File: config.mk
export PLATFORM = sky130hd
export DESIGN_NAME = grant_arbiter_fsm
export DESIGN_NICKNAME = d
export VERILOG_FILES = /design/src/rtl/grant_arbiter_fsm.sv
export SDC_FILE = /design/constraint.sdc
export NUM_CORES = 1
export LEC_CHECK = 0
export CAP_MARGIN = 25
export CORE_UTILIZATION = 47
export CTS_CLUSTER_DIAMETER = 80
export DETAILED_ROUTE_END_ITERATION = 16
export PLACE_DENSITY = 0.89
export SLEW_MARGIN = 20
export SYNTH_ARGS = -nofsm -noshare
export SYNTH_HDL_FRONTEND = slang
export SYNTH_SLANG_ARGS = --single-unit
File: constraint.sdc
create_clock -name i_ck -period 2.3 [get_ports i_ck]
set_input_delay 0.46 -clock i_ck [delete_from_list [all_inputs] [get_ports i_ck]]
set_output_delay 0.46 -clock i_ck [all_outputs]
set_load 0.02 [all_outputs]
File: src/rtl/grant_arbiter_fsm.sv
// Round-robin grant arbiter: IDLE -> GRANT -> REVOKE -> IDLE, with voluntary
// release via done, optional hold timeout, and a revoke/acknowledge handshake.
module grant_arbiter_fsm #(
  parameter int N_CH     = 4,
  parameter int HOLD_MAX = 16
) (
  input  logic                      i_ck,
  input  logic                      i_arst_n,
  input  logic [N_CH-1:0]           i_req,
  input  logic [N_CH-1:0]           i_done,
  input  logic [N_CH-1:0]           i_revokeAck,
  output logic [N_CH-1:0]           o_grant,
  output logic [N_CH-1:0]           o_revoke,
  output logic [$clog2(N_CH)-1:0]   o_grantIdx,
  output logic                      o_busy,
  output logic                      o_timeout
);

  localparam int IDX_W = $clog2(N_CH);

  typedef enum logic [1:0] {
    IDLE   = 2'd0,
    GRANT  = 2'd1,
    REVOKE = 2'd2
  } state_t;

  state_t           state_q, state_d;
  logic [IDX_W-1:0] owner_q, owner_d;
  logic [IDX_W-1:0] last_q, last_d;
  logic [7:0]       hold_q, hold_d;
  logic             timeout_q, timeout_d;
  logic [IDX_W-1:0] winner;
  logic [IDX_W-1:0] cand;
  logic             hold_hit;

  // Scan offsets from farthest to nearest so the nearest requester after
  // last_q is the final assignment, i.e. the round-robin winner.
  always_comb begin
    winner = last_q;
    cand   = last_q;
    for (int unsigned i = N_CH; i >= 1; i--) begin
      cand = IDX_W'((32'(last_q) + i) % 32'(N_CH));
      if (i_req[cand]) winner = cand;
    end
  end

  assign hold_hit = (HOLD_MAX > 0) && (hold_q == 8'(HOLD_MAX - 1));

  always_comb begin
    state_d   = state_q;
    owner_d   = owner_q;
    last_d    = last_q;
    hold_d    = hold_q;
    timeout_d = 1'b0;
    case (state_q)
      IDLE: begin
        if (|i_req) begin
          state_d = GRANT;
          owner_d = winner;
          hold_d  = '0;
        end
      end
      GRANT: begin
        if (hold_q != '1) hold_d = hold_q + 8'd1;
        // Voluntary release takes precedence over the timeout.
        if (i_done[owner_q]) begin
          state_d = REVOKE;
        end else if (hold_hit) begin
          state_d   = REVOKE;
          timeout_d = 1'b1;
        end
      end
      REVOKE: begin
        if (i_revokeAck[owner_q]) begin
          state_d = IDLE;
          last_d  = owner_q;
        end
      end
      default: state_d = IDLE;
    endcase
  end

  always_ff @(posedge i_ck or negedge i_arst_n) begin
    if (!i_arst_n) begin
      state_q   <= IDLE;
      owner_q   <= IDX_W'(N_CH - 1);
      last_q    <= IDX_W'(N_CH - 1);
      hold_q    <= '0;
      timeout_q <= 1'b0;
    end else begin
      state_q   <= state_d;
      owner_q   <= owner_d;
      last_q    <= last_d;
      hold_q    <= hold_d;
      timeout_q <= timeout_d;
    end
  end

  // Outputs decode registered state only.
  always_comb begin
    o_grant  = '0;
    o_revoke = '0;
    if (state_q == GRANT)  o_grant[owner_q]  = 1'b1;
    if (state_q == REVOKE) o_revoke[owner_q] = 1'b1;
  end

  assign o_grantIdx = (state_q == IDLE) ? last_q : owner_q;
  assign o_busy     = (state_q != IDLE);
  assign o_timeout  = timeout_q;

endmodule

* Word-level counts from Yosys, hierarchy flattened
Index checks and enable logic that the tools add are counted.
** Storage, ports and cells
- Register bits after elaboration :: 15
- Bits of input ports :: 14
- Output and inout port bits :: 12
- Word-level logic and storage cells :: 65
** Cells by class
- Add/subtract/negate cells :: 5
- Order comparisons :: 6
- Eq/ne operators :: 8
- Mux-type cells :: 32
- Reductions and logical operators :: 9
** Operators by type and width (count)
- 2-bit 2-to-1 mux :: 9
- 8-bit 2-to-1 mux :: 2
- 8-bit one-hot mux with 2 select lines :: 1
- 2-bit by 3-bit less-than comparator with 1-bit output (second input constant) :: 5
- 1-bit binary-select mux with 2-bit select :: 6
- 1-bit 2-to-1 mux :: 10
- 8-bit by 1-bit adder with 8-bit output (second input constant) :: 1
- 8-bit by 4-bit equality test with 1-bit output (second input constant) :: 1
- 4-bit 2-to-1 mux :: 2
- 8-bit != test (second input constant) :: 1
- 2-bit != test (second input constant) :: 3
- 2-bit one-hot mux with 3 select lines :: 1
- 3-bit AND reduction :: 2
- 2-bit by 1-bit adder with 2-bit output (second input constant) :: 2
- 2-bit adder (second input constant) :: 2
- 2-bit AND reduction :: 2
- 2-bit nonzero test :: 2
- 4-bit OR reduction :: 1
- 3-bit != test (second input constant) :: 1
- 1-bit demux with 2-bit select :: 1
- 2-bit by 1-bit equality test with 1-bit output (second input constant) :: 1
- 2-bit equality test (second input constant) :: 1
- 2-bit by 1-bit >= comparator with 1-bit output (second input constant) :: 1
- 2-bit zero test :: 1
- 1-bit logical AND :: 1

* Logic depth before layout (Yosys ltp)
- Depth after elaboration :: 7
- Mapped depth :: 6
- Depth with buffers taken out :: 5

* Worst setup path after synthesis
Ideal clock, no wire load.
- Kind :: register to output
- Start :: register state_q[0]
- End :: output o_grantIdx[0]
- Arrival :: 1290 ps
- Required time :: 1840 ps
- Slack :: 550 ps
- Stages on the path, launching flop included :: 4
- Path buffers :: 0
- Cells stage by stage :: dfrtp_1 nor2_1 inv_1 o21ai_0
** Between the ends
- Word-level cells in the longest chain between the ends :: 2
** Ends and longest elaborated chain
- start, declared :: RTL line 27 : state_t state_q, state_d;
- start signal, assigned :: RTL line 91 : state_q <= state_d;
- 2-bit zero test :: RTL line 107 : assign o_grantIdx = (state_q == IDLE) ? last_q : owner_q;
- 2-bit 2-to-1 mux :: RTL line 107
- end, declared :: RTL line 14 : output logic [$clog2(N_CH)-1:0] o_grantIdx,
No other way between the ends.

* Worst setup path after layout
- Start :: register state_q[0]
- End :: output o_revoke[3]
** Between the ends
- Word-level cells in the longest chain between the ends :: 2
** Ends and longest elaborated chain
- 2-bit equality test :: RTL line 104 : if (state_q == REVOKE) o_revoke[owner_q] = 1'b1;
- 4-bit 2-to-1 mux :: RTL line 104
- end, declared :: RTL line 13 : output logic [N_CH-1:0] o_revoke,
No other way between the ends.

==> flow_summary.toml <==
[status]
status = "finished clean"

[timing]
finalSetupViolCount = 0
hold_viol_final = 0
fin_ws_ps = 49.8
period_share_pct = 97.8
slew_headroom_pct = 55.9
fmax_mhz = 444
finalClockSkew_ps = 5.31
setup_tns_ps = 0
drv_slew = 0
tightest_slew_ps = 660
fin_crit_ps = 2250

[routing]
via_per_inst = 5.94
drc = 0
vias = 945
drt_iter0_drc = 21
drt-total-wl_um = 2380
ant_nets = 0
drtPass1Iterations = 4
routedWlPerCell_um = 15.0

[pwr]
swShare_pct = 43.6
p_seq_share_pct = 35.8
power_frac_comb_pct = 53.1
leakagePower_nw = 0.643
p_sw_w = 0.000607
p_int_w = 0.000785
peakVddDrop_mv = 0.776
clockPowerShare_pct = 11.1
powerDensity_nw_per_um2 = 1060
finalPower_w = 0.00139

[synthesis]
post_synth_num_cell_types = 39
yosysSeqAreaShare_pct = 38.9
syn_area_um2 = 978
ys_ff_latch = 15
synth_cells = 105
synth_top_area_cell = "dfrtp_1"
synth_fp_nets = 120
ys_top_cells_by_area = "dfrtp_1 (28%), dfstp_2 (11%), mux4_2 (4.6%)"
synth_top_area_share_pct = 28.1
avgSynthCellArea_um2 = 9.32
synth_warnings = 0

[grt]
grt_pass1_wl_um = 3790
overflow = 0
grt_use_total_pct = 23.9
first_global_vias = 896
grt_max_degree = 16
grt_antenna_before_repair = 0

[clocking]
ctsLongestPathBuffers = 2
cts.clk_slew.worst_paths_ps = 100
cts_buffers = 3
cts.hold.buffers_added = 0
cts_tree = "yes"
insertion_delay_ps = 290
cts_root_buf = "clkbuf_4"
ctsHtreeMaxLevel = 1
cts_num_sinks = 15

[worst_setup_path]
cp.arrival_ps = 1790
worst-path-buf-inv = 1
crit_fanout = 6
start_kind = "flop"
slowest_stage = "clkdlybuf4s50_1"
cpLargestDelayFamily = "buffers and inverters"
crit_type = "reg -> out"
required_ps = 1840
max_stage_delay_ps = 610
crit_chain = "nand2b_1, nor2_1, clkdlybuf4s50_1"
endpoint_kind = "primary output"

[cells_and_area]
diodes = 0
area_delta_synth_final_pct = 34.5
final_nets = 148
final-seq-area_um2 = 382
num-fill-cells = 157
multiInputGateArea_um2 = 554
instances_no_fill = 159
fin_area_um2 = 1320
drive_gt1_share_pct = 17.4

[die]
coreArea_um2 = 1960
dieArea_um2 = 2270
die_h_um = 47.6
io_pins = 26
fp.dieW_um = 47.6
start_util_pct = 49.9
rows = 16

[place]
dp_cells = 153
dp_slack_ps = 80.5
dpl.hpwl_um = 1820
place_congestion = 0.841
port_buffers = 25
postPlaceCellArea_um2 = 1240

[run]
max-cap-violations = 0

[min_path]
hold_path.class = "reg -> reg"
==> stage by stage <==
stage               util [%]  hold slack [ps]
floorplan                  -              164
global placement        63.5              498
detailed placement      63.5              531
CTS                     65.3              546
global route            67.1              563
finish                  67.1              534
==> power by group through the flow <==
stage	registers, W	logic (W)	clock network, W
2_1_floorplan	0.000407	0.000531	0
3_3_place_gp	0.000489	0.000684	0
3_5_place_dp	0.000498	0.000703	0
4_1_cts	0.000504	0.000715	0.000154
5_1_grt	0.000517	0.000797	0.000168
6_report	0.000498	0.000739	0.000155
==> Yosys cell counts <==
master     n
nor4_4     1
o22ai_1    1
and2_4     1
buf_4      1
or3_1      1
ha_1       1
mux4_2     2
mux2_2     2
o31a_1     2
buf_2      2
nor2_1     9
a31oi_1    1
o21a_1     3
o21ai_2    1
or4_4      1
nand2b_1   6
mux2i_1    1
a221oi_1   1
o211ai_2   1
nand3_1    1
dfrtp_1   11
nand4_1    1
o21ai_1    3
o311ai_1   1
mux2_1     1
clkbuf_1   2
dfstp_2    4
and3_1     1
o41ai_2    1
or4_1      3
nor2b_1    2
nand2_1    8
o21ai_0    5
o31ai_1    4
o41ai_1    1
a21oi_1    4
nor3_1     5
nor4_1     2
inv_1      7
==> state kept, by name, summed over array words and instances, names as in the netlist <==
name       cells
hold_q         8
last_q         2
o_timeout      1
owner_q        2
state_q        2
==> final cells by class <==
cell class	instances	area share [%]
clock buffers	3	1.71
well taps	27	2.57
flip-flops and latches	15	29.0
inverters	7	2.00
repair buffers	28	22.2
multi-input cells	78	42.1
clock inverters	1	0.380
==> cell usage in the layout, fill, tap and decap left out, types with 2 or more instances in the layout <==
| cell | synthesis | routed |
|---|---|---|
| dfrtp_1 | 11 | 10 |
| dlymetal6s2s_1 | 0 | 8 |
| nor4_1 | 2 | 2 |
| inv_1 | 7 | 7 |
| buf_4 | 1 | 3 |
| or4_1 | 3 | 3 |
| o21ai_1 | 3 | 3 |
| nor2_1 | 9 | 8 |
| nor3_1 | 5 | 5 |
| o31ai_1 | 4 | 4 |
| clkdlybuf4s50_1 | 0 | 17 |
| nand2_1 | 8 | 8 |
| dfstp_2 | 4 | 4 |
| mux2_2 | 2 | 2 |
| nand2b_1 | 6 | 6 |
| mux4_2 | 2 | 2 |
| a21oi_1 | 4 | 4 |
| o21a_1 | 3 | 3 |
| nor2b_1 | 2 | 2 |
| o21ai_0 | 5 | 5 |
| o31a_1 | 2 | 2 |
| clkbuf_4 | 0 | 3 |
==> worst reg2reg max path: stages, from the launching register on <==
cell      delay, ps
dfrtp_1         470
nand2b_1        270
buf_4           200
nor4_4          540
nor4_1          120
o21a_1          180
==> timing repair <==
item / CTS / global route
gates cloned: 0 / 0
setup buffers: 0 / 2
endpoints found under the setup margin: 2 / 10
resized for setup: 3 / 8
==> cell families after synthesis <==
group,share of synthesized area (%)
buffers and inverters,5.24
AOI/OAI and AO/OA,21.1
DFF,38.9
and+or+nand+nor,24.4
muxes,9.08
adders and majority gates,1.28
==> final timing paths <==
kind	start	end	slack [ps]	cells after the start
worst min-delay path	hold_q[0]$_DFFE_PN0P_	hold_q[0]$_DFFE_PN0P_	530	1
worst max register to register	state_q[1]$_DFFE_PN0P_	hold_q[5]$_DFFE_PN0P_	420	5
worst min register to register	hold_q[0]$_DFFE_PN0P_	hold_q[0]$_DFFE_PN0P_	530	1
min in group asynchronous	i_arst_n	hold_q[7]$_DFFE_PN0P_	570	1
worst max-delay path	state_q[0]$_DFFE_PN0P_	o_revoke[3]	50	3
max in group asynchronous	i_arst_n	state_q[0]$_DFFE_PN0P_	1280	1
==> metal layers <==
metal	vias up	routed length, um	GRT usage, %
li1	447	-	-
met2	30	1260	44.7
met5	-	0	0
met1	461	989	27.3
met3	7	79	4.15
met4	0	53	8.33
Note: power is estimated with default switching activity, not from simulation.
